## src/rtl/pipe_ctrl_pkg.sv

```systemverilog
// Shared types and constants for the pipeline stall/flush controller.
package pipe_ctrl_pkg;

  localparam int unsigned CNT_W = 32;

  typedef enum logic [1:0] {
    RUN      = 2'd0,
    LU_STALL = 2'd1,
    MEM_WAIT = 2'd2,
    HALT     = 2'd3
  } ctrl_state_e;

  // Per-cycle control bundle driven toward the pipeline registers.
  typedef struct packed {
    logic pc_en;
    logic if_id_en;
    logic ex_mem_en;
    logic if_id_flush;
    logic id_ex_bubble;
    logic halted;
  } ctrl_out_t;

  // Free-running pipeline: every stage advances, nothing squashed.
  function automatic ctrl_out_t run_outs();
    ctrl_out_t o;
    o              = '0;
    o.pc_en        = 1'b1;
    o.if_id_en     = 1'b1;
    o.ex_mem_en    = 1'b1;
    return o;
  endfunction

endpackage

```

## src/rtl/sat_counter.sv

```systemverilog
// Saturating event counter; holds at all-ones instead of wrapping.
module sat_counter
  import pipe_ctrl_pkg::*;
(
  input  logic             clk,
  input  logic             rst,
  input  logic             inc,
  output logic [CNT_W-1:0] count
);

  always_ff @(posedge clk) begin
    if (rst) begin
      count <= '0;
    end else if (inc && (count != {CNT_W{1'b1}})) begin
      count <= count + CNT_W'(1);
    end
  end

endmodule

```

## src/rtl/stall_flush_ctrl.sv

```systemverilog
// Pipeline hazard controller: load-use stall, branch flush, memory freeze,
// syscall halt, plus saturating performance counters.
module stall_flush_ctrl
  import pipe_ctrl_pkg::*;
(
  input  logic             clk,
  input  logic             rst,
  input  logic             nop_lock_id,
  input  logic             branch_taken_ex,
  input  logic             syscall_halt_id,
  input  logic             resume,
  input  logic             mem_ready,
  output logic             pc_en,
  output logic             if_id_en,
  output logic             ex_mem_en,
  output logic             if_id_flush,
  output logic             id_ex_bubble,
  output logic             halted,
  output logic [CNT_W-1:0] stall_cnt,
  output logic [CNT_W-1:0] bubble_cnt,
  output logic [CNT_W-1:0] flush_cnt
);

  ctrl_state_e state_q, state_d;
  ctrl_state_e ret_q, ret_d;
  ctrl_state_e eff_state;
  ctrl_out_t   ctl;

  always_ff @(posedge clk) begin
    if (rst) begin
      state_q <= RUN;
      ret_q   <= RUN;
    end else begin
      state_q <= state_d;
      ret_q   <= ret_d;
    end
  end

  // A memory wait is transparent: once it ends, decisions resume as in the
  // state the wait interrupted.
  assign eff_state = (state_q == MEM_WAIT) ? ret_q : state_q;

  always_comb begin
    ctl     = '0;
    state_d = state_q;
    ret_d   = ret_q;

    if (rst) begin
      ctl.if_id_flush  = 1'b1;
      ctl.id_ex_bubble = 1'b1;
      state_d          = RUN;
      ret_d            = RUN;
    end else if (state_q == HALT) begin
      if (resume) begin
        ctl     = run_outs();
        state_d = RUN;
      end else begin
        ctl.ex_mem_en    = 1'b1;
        ctl.id_ex_bubble = 1'b1;
        ctl.halted       = 1'b1;
      end
    end else if (!mem_ready) begin
      state_d = MEM_WAIT;
      ret_d   = (state_q == MEM_WAIT) ? ret_q : state_q;
    end else if (syscall_halt_id) begin
      // halted rises with the entry cycle so it tracks the bubbles issued.
      ctl.ex_mem_en    = 1'b1;
      ctl.id_ex_bubble = 1'b1;
      ctl.halted       = 1'b1;
      state_d          = HALT;
    end else if (branch_taken_ex) begin
      ctl              = run_outs();
      ctl.if_id_flush  = 1'b1;
      ctl.id_ex_bubble = 1'b1;
      state_d          = RUN;
    end else if (nop_lock_id && (eff_state == RUN)) begin
      ctl.ex_mem_en    = 1'b1;
      ctl.id_ex_bubble = 1'b1;
      state_d          = LU_STALL;
    end else begin
      ctl     = run_outs();
      state_d = RUN;
    end
  end

  assign pc_en        = ctl.pc_en;
  assign if_id_en     = ctl.if_id_en;
  assign ex_mem_en    = ctl.ex_mem_en;
  assign if_id_flush  = ctl.if_id_flush;
  assign id_ex_bubble = ctl.id_ex_bubble;
  assign halted       = ctl.halted;

  sat_counter u_stall_cnt (
    .clk   (clk),
    .rst   (rst),
    .inc   (!ctl.pc_en),
    .count (stall_cnt)
  );

  sat_counter u_bubble_cnt (
    .clk   (clk),
    .rst   (rst),
    .inc   (ctl.id_ex_bubble),
    .count (bubble_cnt)
  );

  sat_counter u_flush_cnt (
    .clk   (clk),
    .rst   (rst),
    .inc   (ctl.if_id_flush),
    .count (flush_cnt)
  );

endmodule

```

## config.mk

```make
export PLATFORM = sky130hd
export DESIGN_NAME = stall_flush_ctrl
export DESIGN_NICKNAME = d
export VERILOG_FILES = /design/src/rtl/pipe_ctrl_pkg.sv /design/src/rtl/sat_counter.sv /design/src/rtl/stall_flush_ctrl.sv
export SDC_FILE = /design/constraint.sdc
export NUM_CORES = 1
export LEC_CHECK = 0
export CAP_MARGIN = 25
export CORE_MARGIN = 2
export CORE_UTILIZATION = 56
export DETAILED_ROUTE_END_ITERATION = 10
export PLACE_DENSITY = 0.87
export SLEW_MARGIN = 20
export SYNTH_ARGS = -nofsm -noshare
export SYNTH_HDL_FRONTEND = slang
export SYNTH_SLANG_ARGS = --single-unit
```

## constraint.sdc

```tcl
create_clock -name clk -period 5.33 [get_ports clk]
set_input_delay 1.066 -clock clk [delete_from_list [all_inputs] [get_ports clk]]
set_output_delay 1.066 -clock clk [all_outputs]
set_load 0.005 [all_outputs]
```

==> impl_metrics.csv, run 1 <==
group,metric,value,unit
critical_path,cpMostUsedCell,"clkdlybuf4s50_1",
critical_path,cp.required,4.26,ns
timing,rsz0062_at_grt,"false",
logic_synthesis,ys_seq_area_share,37.99,%
power,vdd_drop_max,144.9,uV
timing,final_max_slew_viol_count,0,
floorplan,dieArea,0.01020,sq mm
global_route,grt_pass1_wl,22600,microns
drt,routed_via_density,6.395,
timing,finalSetupViolCount,0,
logic_synthesis,synth.area.top_cells,"dfxtp_1, a21oi_1, o31ai_1",
logic_synthesis,ys_types,52,
global_route,antenna_found_initial,0,
timing,period_share,78.39,%
clock_tree,clock_latency,0.36,ns
logic_synthesis,synth_cells,653,
global_route,gr-total-overflow,0,
timing,max_freq,239.3,MHz
cells_and_area,final_util,72.38,%
logic_synthesis,yosysMostFrequentCell,"dfxtp_1",
critical_path,max_stage_delay,0.57,ns
drt,vias,5493,
critical_path,cp_num_buf_inv,3,
place,gp_congestion,0.8424,
place,detailed_place_hpwl,9613,microns
logic_synthesis,synth_flop_cell,"dfxtp_1",
logic_synthesis,async_flop_share,0,%
timing,relSlewSlack,35.19,%
logic_synthesis,yosys_warnings,0,
critical_path,crit_fanout,6,
floorplan,core_area,0.009196,sq mm
logic_synthesis,synth_top_area_cell,"dfxtp_1",
min_path,worstHoldPathType,"register to register",
drt,drt-pass1-iter-count,5,
logic_synthesis,synthesis.area,0.005270,sq mm
critical_path,path_class,"primary input to output port",
min_path,hp-start,"ret_q[1]",
place,port-buffer-count,108,
logic_synthesis,synth_common_cells,"dfxtp_1, a21oi_1, o31ai_1",
logic_synthesis,synth_edf_count,0,
cells_and_area,fillers,747,
clock_tree,root_buffer,"clkbuf_8",
power,p_leak,2.017,nW
drt,dr.first_iter.drc_count,244,
drt,postRouteAntennaNets,0,
logic_synthesis,post_synth.cell_area_avg,8.071,sq um
clock_tree,tritoncts,"done",
timing,tightest_slew,0.9691,ns
clock_tree,cts.sinks,100,
floorplan,row_count,35,
clock_tree,postCtsResizedCells,0,
timing,fin_skew,0.01162,ns
floorplan,fp.dieW,101.0,microns
status,status,"complete, no violations",
critical_path,cp.arrival,3.11,ns
critical_path,path_delay_family,"buffers and inverters",
drt,wl_per_cell,15.76,microns
critical_path,r2r-start,"u_stall_cnt.count[0]",
timing,fin_crit,4.178,ns
critical_path,cp-start-kind,"primary input",
cells_and_area,area_growth,26.31,%
clock_tree,holdBufCountCts,0,
global_route,grt_pass1_vias,4998,
critical_path,cp_cell_sequence,"clkdlybuf4s50_1 > a21boi_0 > a31oi_1 > inv_1 > clkdlybuf4s50_1",
critical_path,crit_slowest_cell,"clkdlybuf4s50_1",
clock_tree,clockBufferDepth,2,
floorplan,die_h,101.0,microns
timing,finalHoldViolCount,0,
critical_path,startpoint,"mem_ready",
logic_synthesis,yosys_register_bits,100,
cells_and_area,antennaDiodeCount,0,
clock_tree,htreeDepth,3,
logic_synthesis,synth_nets,663,
global_route,grt_max_degree,74,
critical_path,rrSetupSlack,2.82,ns
cells_and_area,layout.nets,754,
timing,tns,0,ns
clock_tree,cts-buffers-inserted,9,
cells_and_area,fin_cells,859,
place,place_inst,842,
critical_path,cp-end-kind,"output port",
drt,wirelength,13540,microns
clock_tree,clk_pin_slew,0.09,ns
drt,drc,0,
logic_synthesis,synth.top_cell.area_share,37.99,%
power,power_density,209.9,mW/mm^2
global_route,grt_usage,26.45,%
job,maxCapViolations,0,
floorplan,design.portCount,109,
clock_tree,post-cts-setup-buffers,0,
cells_and_area,drive_above_1_share,7.086,%
floorplan,start_util,57.31,%
[where the power goes]
group / internal [mW] / total, mW / switching, mW
clock: 0.278 / 0.545 / 0.267
combinational: 0.0372 / 0.0876 / 0.0505
sequential: 0.754 / 0.765 / 0.0107
total: 1.07 / 1.40 / 0.328
[cells by family after synthesis]
logic type	share of synthesized area, %
mux	2.754
fa+ha+maj	0.7123
compound gates	20.66
xor+xnor	1.330
buf+inv	4.012
flops	37.99
simple gates	32.55
[cells in the final DEF (no fill, tap or decap), drive strengths merged, types with 5 or more instances in the layout]
| master | instances |
|---|---|
| nand2 | 42 |
| nand4 | 37 |
| clkdlybuf4s50 | 107 |
| dfxtp | 100 |
| or3 | 34 |
| and4 | 12 |
| o21ai | 37 |
| nor2b | 12 |
| nor2 | 36 |
| or2 | 5 |
| and3 | 13 |
| and2 | 9 |
| a21oi | 72 |
| nor4 | 13 |
| clkbuf | 10 |
| mux2 | 12 |
| inv | 15 |
| nand3 | 28 |
| or4 | 36 |
| buf | 12 |
| o31ai | 43 |
| nor3 | 13 |
| xnor2 | 6 |
[worst paths after layout]
| path | endpoint | cells after the start |
|---|---|---|
| max | if_id_flush | 5 |
| min | ret_q[1] | 1 |
| max reg2reg | u_stall_cnt.count[11] | 6 |
| min reg2reg | ret_q[1] | 1 |
[through the flow]
step	hold slack [ns]	total power, mW	instance area [sq um]	worst slack, ns
floorplan	0.4500	0.8319	5270	1.810
global placement	0.4623	0.8651	6417	0.9117
detailed placement	0.4660	0.8689	6417	0.8374
CTS	0.4784	1.409	6638	0.8578
global route	0.5097	1.448	6656	0.9245
finish	0.4771	1.397	6656	1.152
[metal layers]
layer | wire length [microns] | up-vias | GRT usage, %
li1 | - | 2687 | -
met1 | 6042 | 2611 | 33.61
met2 | 6654 | 183 | 45.69
met3 | 737 | 12 | 5.270
met4 | 102 | 0 | 7.380
met5 | 0 | - | 0
[final cells by class]
cell class / count / area, sq um / area share, %
repair buffers: 119 / 1159 / 17.41
inverters: 14 / 52.55 / 0.7895
multi-input cells: 500 / 3084 / 46.33
well taps: 111 / 138.9 / 2.086
flip-flops and latches: 100 / 2002 / 30.08
clock inverters: 5 / 82.58 / 1.241
clock buffers: 10 / 137.6 / 2.068
[registers in the layout (all words and copies together), names as in the netlist]
| name | flops |
|---|---|
| ret_q | 2 |
| state_q | 2 |
| u_stall_cnt.count | 32 |
| u_flush_cnt.count | 32 |
| u_bubble_cnt.count | 32 |
Power figures use the tool's default switching activity.
==> run 2: changes to the inputs <==
--- a/config.mk
+++ b/config.mk
@@ -7,9 +7,9 @@
 export LEC_CHECK = 0
 export CAP_MARGIN = 25
 export CORE_MARGIN = 2
-export CORE_UTILIZATION = 56
+export CORE_UTILIZATION = 47
 export DETAILED_ROUTE_END_ITERATION = 10
-export PLACE_DENSITY = 0.87
+export PLACE_DENSITY = 0.78
 export SLEW_MARGIN = 20
 export SYNTH_ARGS = -nofsm -noshare
 export SYNTH_HDL_FRONTEND = slang
==> constraint.sdc (replaced) <==
create_clock -name clk -period 3.6 [get_ports clk]
set_input_delay 0.72 -clock clk [delete_from_list [all_inputs] [get_ports clk]]
set_output_delay 0.72 -clock clk [all_outputs]
set_load 0.005 [all_outputs]
==> run 2 against run 1 <==
Against the previous run: final area rose by 0.73%; sequential share of layout area fell by 0.22 points; core utilization fell by 11 points; largest cell class unchanged.
==> impl_metrics.csv, run 2 (same netlist as run 1, synthesis figures left out) <==
group,metric,value,unit
status,status,"complete, no violations",
timing,relSlewSlack,43.27,%
drt,wirelength,14210,microns
floorplan,fp.dieW,109.9,microns
power,p_leak,2.010,nW
min_path,worstHoldPathType,"register to register",
critical_path,r2r-start,"u_bubble_cnt.count[2]",
critical_path,cp.required,2.88,ns
drt,postRouteAntennaNets,0,
cells_and_area,antennaDiodeCount,0,
floorplan,design.portCount,109,
critical_path,cp-start-kind,"primary input",
critical_path,cpMostUsedCell,"clkdlybuf4s50_1",
min_path,hold_path_end,"ret_q[0]",
global_route,gr-total-overflow,0,
critical_path,rrSetupSlack,1.03,ns
clock_tree,tritoncts,"done",
drt,drc,0,
timing,rsz0062_at_grt,"false",
clock_tree,clk_pin_slew,0.09,ns
drt,wl_per_cell,15.92,microns
timing,tightest_slew,0.8492,ns
critical_path,crit_fanout,6,
cells_and_area,fillers,955,
critical_path,path_class,"primary input to output port",
critical_path,crit_slowest_cell,"clkdlybuf4s50_1",
job,maxCapViolations,0,
clock_tree,post-cts-setup-buffers,0,
min_path,worstHoldPathCells,2,
cells_and_area,drive_above_1_share,7.835,%
place,port-buffer-count,108,
timing,setup_slack,0.2120,ns
timing,fin_skew,0.008869,ns
cells_and_area,final_common_cell,"clkdlybuf4s50_1",
timing,tns,0,ns
timing,finalHoldViolCount,0,
timing,finalSetupViolCount,0,
clock_tree,clockBufferDepth,2,
min_path,hp-start,"ret_q[0]",
critical_path,cp-end-kind,"output port",
floorplan,die_h,109.9,microns
cells_and_area,final_cell_mix,"clkdlybuf4s50_1, dfxtp_1, a21oi_1, nand2_1, o31ai_1",
global_route,grt_pass1_wl,23620,microns
place,detailed_place_hpwl,9987,microns
floorplan,core_area,0.01089,sq mm
global_route,grt_pass1_vias,4990,
clock_tree,holdBufCountCts,0,
critical_path,cp_cell_sequence,"clkdlybuf4s50_1 > a21boi_0 > a31oi_2 > inv_1 > clkdlybuf4s50_1",
floorplan,dieArea,0.01208,sq mm
critical_path,max_stage_delay,0.57,ns
drt,drt-pass1-iter-count,5,
timing,fin_crit,3.388,ns
floorplan,row_count,38,
clock_tree,postCtsResizedCells,0,
clock_tree,htreeDepth,3,
critical_path,cp.arrival,2.67,ns
timing,max_freq,295.2,MHz
global_route,grt_max_degree,73,
place,dpl_worst_slack,0.1769,ns
timing,final_max_slew_viol_count,0,
power,power_density,295.6,mW/mm^2
cells_and_area,fin_area,0.006705,sq mm
global_route,grt_usage,24.00,%
cells_and_area,layout.nets,759,
cells_and_area,area_growth,27.23,%
global_route,antenna_found_initial,0,
critical_path,r2r_end,"u_bubble_cnt.count[25]",
floorplan,start_util,48.40,%
timing,period_share,94.11,%
clock_tree,clock_latency,0.38,ns
power,vdd_drop_max,224.7,uV
critical_path,r2r_cells,5,
clock_tree,cts.sinks,100,
place,placed_cell_area,0.006506,sq mm
clock_tree,root_buffer,"clkbuf_8",
drt,dr.first_iter.drc_count,316,
clock_tree,cts-buffers-inserted,9,
cells_and_area,reg_top3,"u_bubble_cnt.count: 32 flops, u_flush_cnt.count: 32 flops, u_stall_cnt.count: 32 flops",
place,gp_congestion,0.8837,
drt,vias,5577,
timing,worst_hold_slack,0.4896,ns
drt,routed_via_density,6.245,
run 2: through the flow:
stage,instances,power [mW],utilization (%)
after global placement,878,1.288,59.76
after detailed placement,878,1.295,59.76
after global routing,893,2.063,61.58
after CTS,893,1.997,61.48
after floorplan,653,1.232,-
final,893,1.982,61.58
run 2: power breakdown:
group / switching [mW] / internal, mW / total [mW]
Clock: 0.389 / 0.323 / 0.712
Sequential: 0.0162 / 1.12 / 1.13
Combinational: 0.0787 / 0.0585 / 0.137
Total: 0.484 / 1.50 / 1.98
run 2: how the worst max path moves through the flow:
stage	start	slack [ns]	cells after the start	end
after CTS	mem_ready	0.18	5	if_id_flush
after global placement	mem_ready	0.22	5	if_id_flush
after floorplan	nop_lock_id	0.77	7	pc_en
after global routing	mem_ready	0.07	5	if_id_flush
final	mem_ready	0.21	5	if_id_flush
after detailed placement	mem_ready	0.18	5	if_id_flush
run 2: cell type report:
class	instances	area, sq um	share of cell area [%]
clock inverter	1	5.005	0.07464
multi-input combinational	500	3089	46.07
clock buffer	14	182.7	2.724
timing repair buffer	124	1199	17.88
tap	140	175.2	2.612
sequential	100	2002	29.86
inverter	14	52.55	0.7837
run 2: layer usage:
layer | vias to the layer above | share of wire (%) | global-route usage, %
met3 | 28 | 5.7 | 3.734
met1 | 2635 | 45 | 31.59
met2 | 205 | 48 | 38.91
met4 | 0 | 2.2 | 10.22
li1 | 2709 | - | -
met5 | - | 0 | 0
run 2: worst max-delay path, delay by kind of cell:
| family | cells | cell delay, ns |
|---|---|---|
| buf+inv | 3 | 1.38 |
| compound gates | 2 | 0.58 |
==> run 3: changes to the inputs <==
--- a/config.mk
+++ b/config.mk
@@ -10,7 +10,7 @@
 export CORE_UTILIZATION = 47
 export DETAILED_ROUTE_END_ITERATION = 10
 export PLACE_DENSITY = 0.78
-export SLEW_MARGIN = 20
+export SLEW_MARGIN = 40
 export SYNTH_ARGS = -nofsm -noshare
 export SYNTH_HDL_FRONTEND = slang
 export SYNTH_SLANG_ARGS = --single-unit
==> constraint.sdc (replaced) <==
create_clock -name clk -period 3.6 [get_ports clk]
set_input_delay 0.36 -clock clk [delete_from_list [all_inputs] [get_ports clk]]
set_output_delay 0.36 -clock clk [all_outputs]
set_load 0.005 [all_outputs]
==> run 3 against run 2 <==
Against the previous run: total power up 6.7%; sequential share of layout area down 0.11 points; setup slack better by 0.47 ns; clock skew down 0.00065 ns; flip-flop and latch count unchanged; worst hold slack worse by 0.0066 ns; combinational power about the same; first-iteration DRC count down 22%; fmax up 16%; core utilization up 0.22 points; largest cell class unchanged.
==> impl_metrics.csv, run 3 (same netlist as run 1, synthesis figures left out) <==
group,metric,value,unit
status,status,"complete, no violations",
timing,final_max_slew_viol_count,0,
critical_path,cp-start-kind,"primary input",
cells_and_area,drive_above_1_share,7.600,%
cells_and_area,reg_top3,"u_bubble_cnt.count: 32 flops, u_flush_cnt.count: 32 flops, u_stall_cnt.count: 32 flops",
floorplan,core_area,0.01089,sq mm
cells_and_area,final_util,61.80,%
clock_tree,root_buffer,"clkbuf_8",
drt,vias,5583,
power,p_clk_share,40.1,%
timing,finalHoldViolCount,0,
place,place_inst,874,
place,detailed_place_hpwl,9830,microns
floorplan,start_util,48.40,%
timing,rsz0062_at_grt,"false",
power,power_frac_seq,53.6,%
floorplan,row_count,38,
clock_tree,cts.sinks,100,
power,p_leak,2.010,nW
global_route,grt_max_degree,66,
job,maxCapViolations,0,
cells_and_area,final_common_cell,"clkdlybuf4s50_1",
floorplan,fp.dieW,109.9,microns
global_route,antenna_found_initial,0,
global_route,grt_pass1_wl,23330,microns
drt,postRouteAntennaNets,0,
cells_and_area,layout.nets,755,
critical_path,cp-end-kind,"output port",
power,combPwrFrac,6.3,%
cells_and_area,area_growth,27.68,%
timing,finalSetupViolCount,0,
clock_tree,post-cts-setup-buffers,0,
clock_tree,postCtsResizedCells,0,
power,power_switching,492.5,uW
timing,fin_crit,2.919,ns
power,vdd_drop_max,227.8,uV
critical_path,crit_fanout,6,
timing,fin_skew,0.008219,ns
timing,tns,0,ns
drt,drc,0,
cells_and_area,final_cell_mix,"clkdlybuf4s50_1, dfxtp_1, a21oi_1, nand2_1, o31ai_1",
timing,tightest_slew,0.8367,ns
power,power_density,314.3,mW/mm^2
floorplan,design.portCount,109,
clock_tree,holdBufCountCts,0,
drt,wl_per_cell,15.91,microns
critical_path,cp.required,3.24,ns
clock_tree,tritoncts,"done",
clock_tree,cts-buffers-inserted,9,
timing,relSlewSlack,44.10,%
cells_and_area,antennaDiodeCount,0,
timing,period_share,81.07,%
critical_path,path_class,"primary input to output port",
floorplan,die_h,109.9,microns
place,placed_cell_area,0.006481,sq mm
drt,wirelength,14160,microns
drt,dr.first_iter.drc_count,245,
cells_and_area,fin_area,0.006729,sq mm
timing,max_freq,342.6,MHz
clock_tree,clockBufferDepth,2,
place,gp_congestion,0.8473,
clock_tree,htreeDepth,3,
global_route,grt_pass1_vias,5065,
power,swShare,23.29,%
power,p_int,1.622,mW
drt,drt-pass1-iter-count,5,
clock_tree,clock_latency,0.37,ns
cells_and_area,fin_cells,890,
global_route,gr-total-overflow,0,
global_route,grt_usage,23.62,%
place,port-buffer-count,108,
floorplan,dieArea,0.01208,sq mm
clock_tree,clk_pin_slew,0.10,ns
drt,routed_via_density,6.273,
min_path,worstHoldPathType,"register to register",
critical_path,cp.arrival,2.56,ns
run 3: cell type report:
class	instances	area, sq um
timing repair buffer	120	1169
sequential	100	2002
multi-input combinational	500	3094
fill	963	4159
tap	140	175.2
clock inverter	3	67.56
inverter	14	52.55
clock buffer	13	168.9
run 3: through the flow:
step	hold slack, ns	total power [mW]	worst slack (ns)
2_1_floorplan	0.4500	1.232	1.322
3_3_place_gp	0.4623	1.284	0.6755
3_5_place_dp	0.4680	1.290	0.6401
4_1_cts	0.4857	2.126	0.7269
5_1_grt	0.4995	2.185	0.5522
6_report	0.4830	2.115	0.6814
run 3: routing by layer:
metal  wire (microns)  global-route usage (%)  part of all wire [%]  up-vias
li1                 -                       -                     -     2696
met1             6205                   31.12                    44     2673
met2             6904                   38.21                    49      194
met3              854                   5.039                   6.0       20
met4              191                   8.137                   1.3        0
met5                0                       0                     0        -
run 3: worst paths after layout:
check / to / cells past startpoint / slack (ns) / from
hold reg to reg: ret_q[1] / 1 / 0.48 / ret_q[1]
setup reg to reg: u_bubble_cnt.count[25] / 5 / 1.05 / u_bubble_cnt.count[3]
setup / recovery: if_id_flush / 5 / 0.68 / mem_ready
hold / removal: ret_q[1] / 1 / 0.48 / ret_q[1]
run 3: power by group through the flow:
| stage | clock network, mW | registers, mW | logic (mW) |
|---|---|---|---|
| 3_3_place_gp | 0 | 1.16 | 0.127 |
| 4_1_cts | 0.861 | 1.13 | 0.132 |
| 5_1_grt | 0.901 | 1.14 | 0.148 |
| 2_1_floorplan | 0 | 1.16 | 0.0760 |
| 3_5_place_dp | 0 | 1.16 | 0.132 |
| 6_report | 0.848 | 1.13 | 0.134 |
run 3: critical path: stages:
cell             delay (ns)
clkdlybuf4s50_1        0.57
a21boi_0               0.44
a31oi_1                0.33
inv_1                  0.28
clkdlybuf4s50_1        0.57
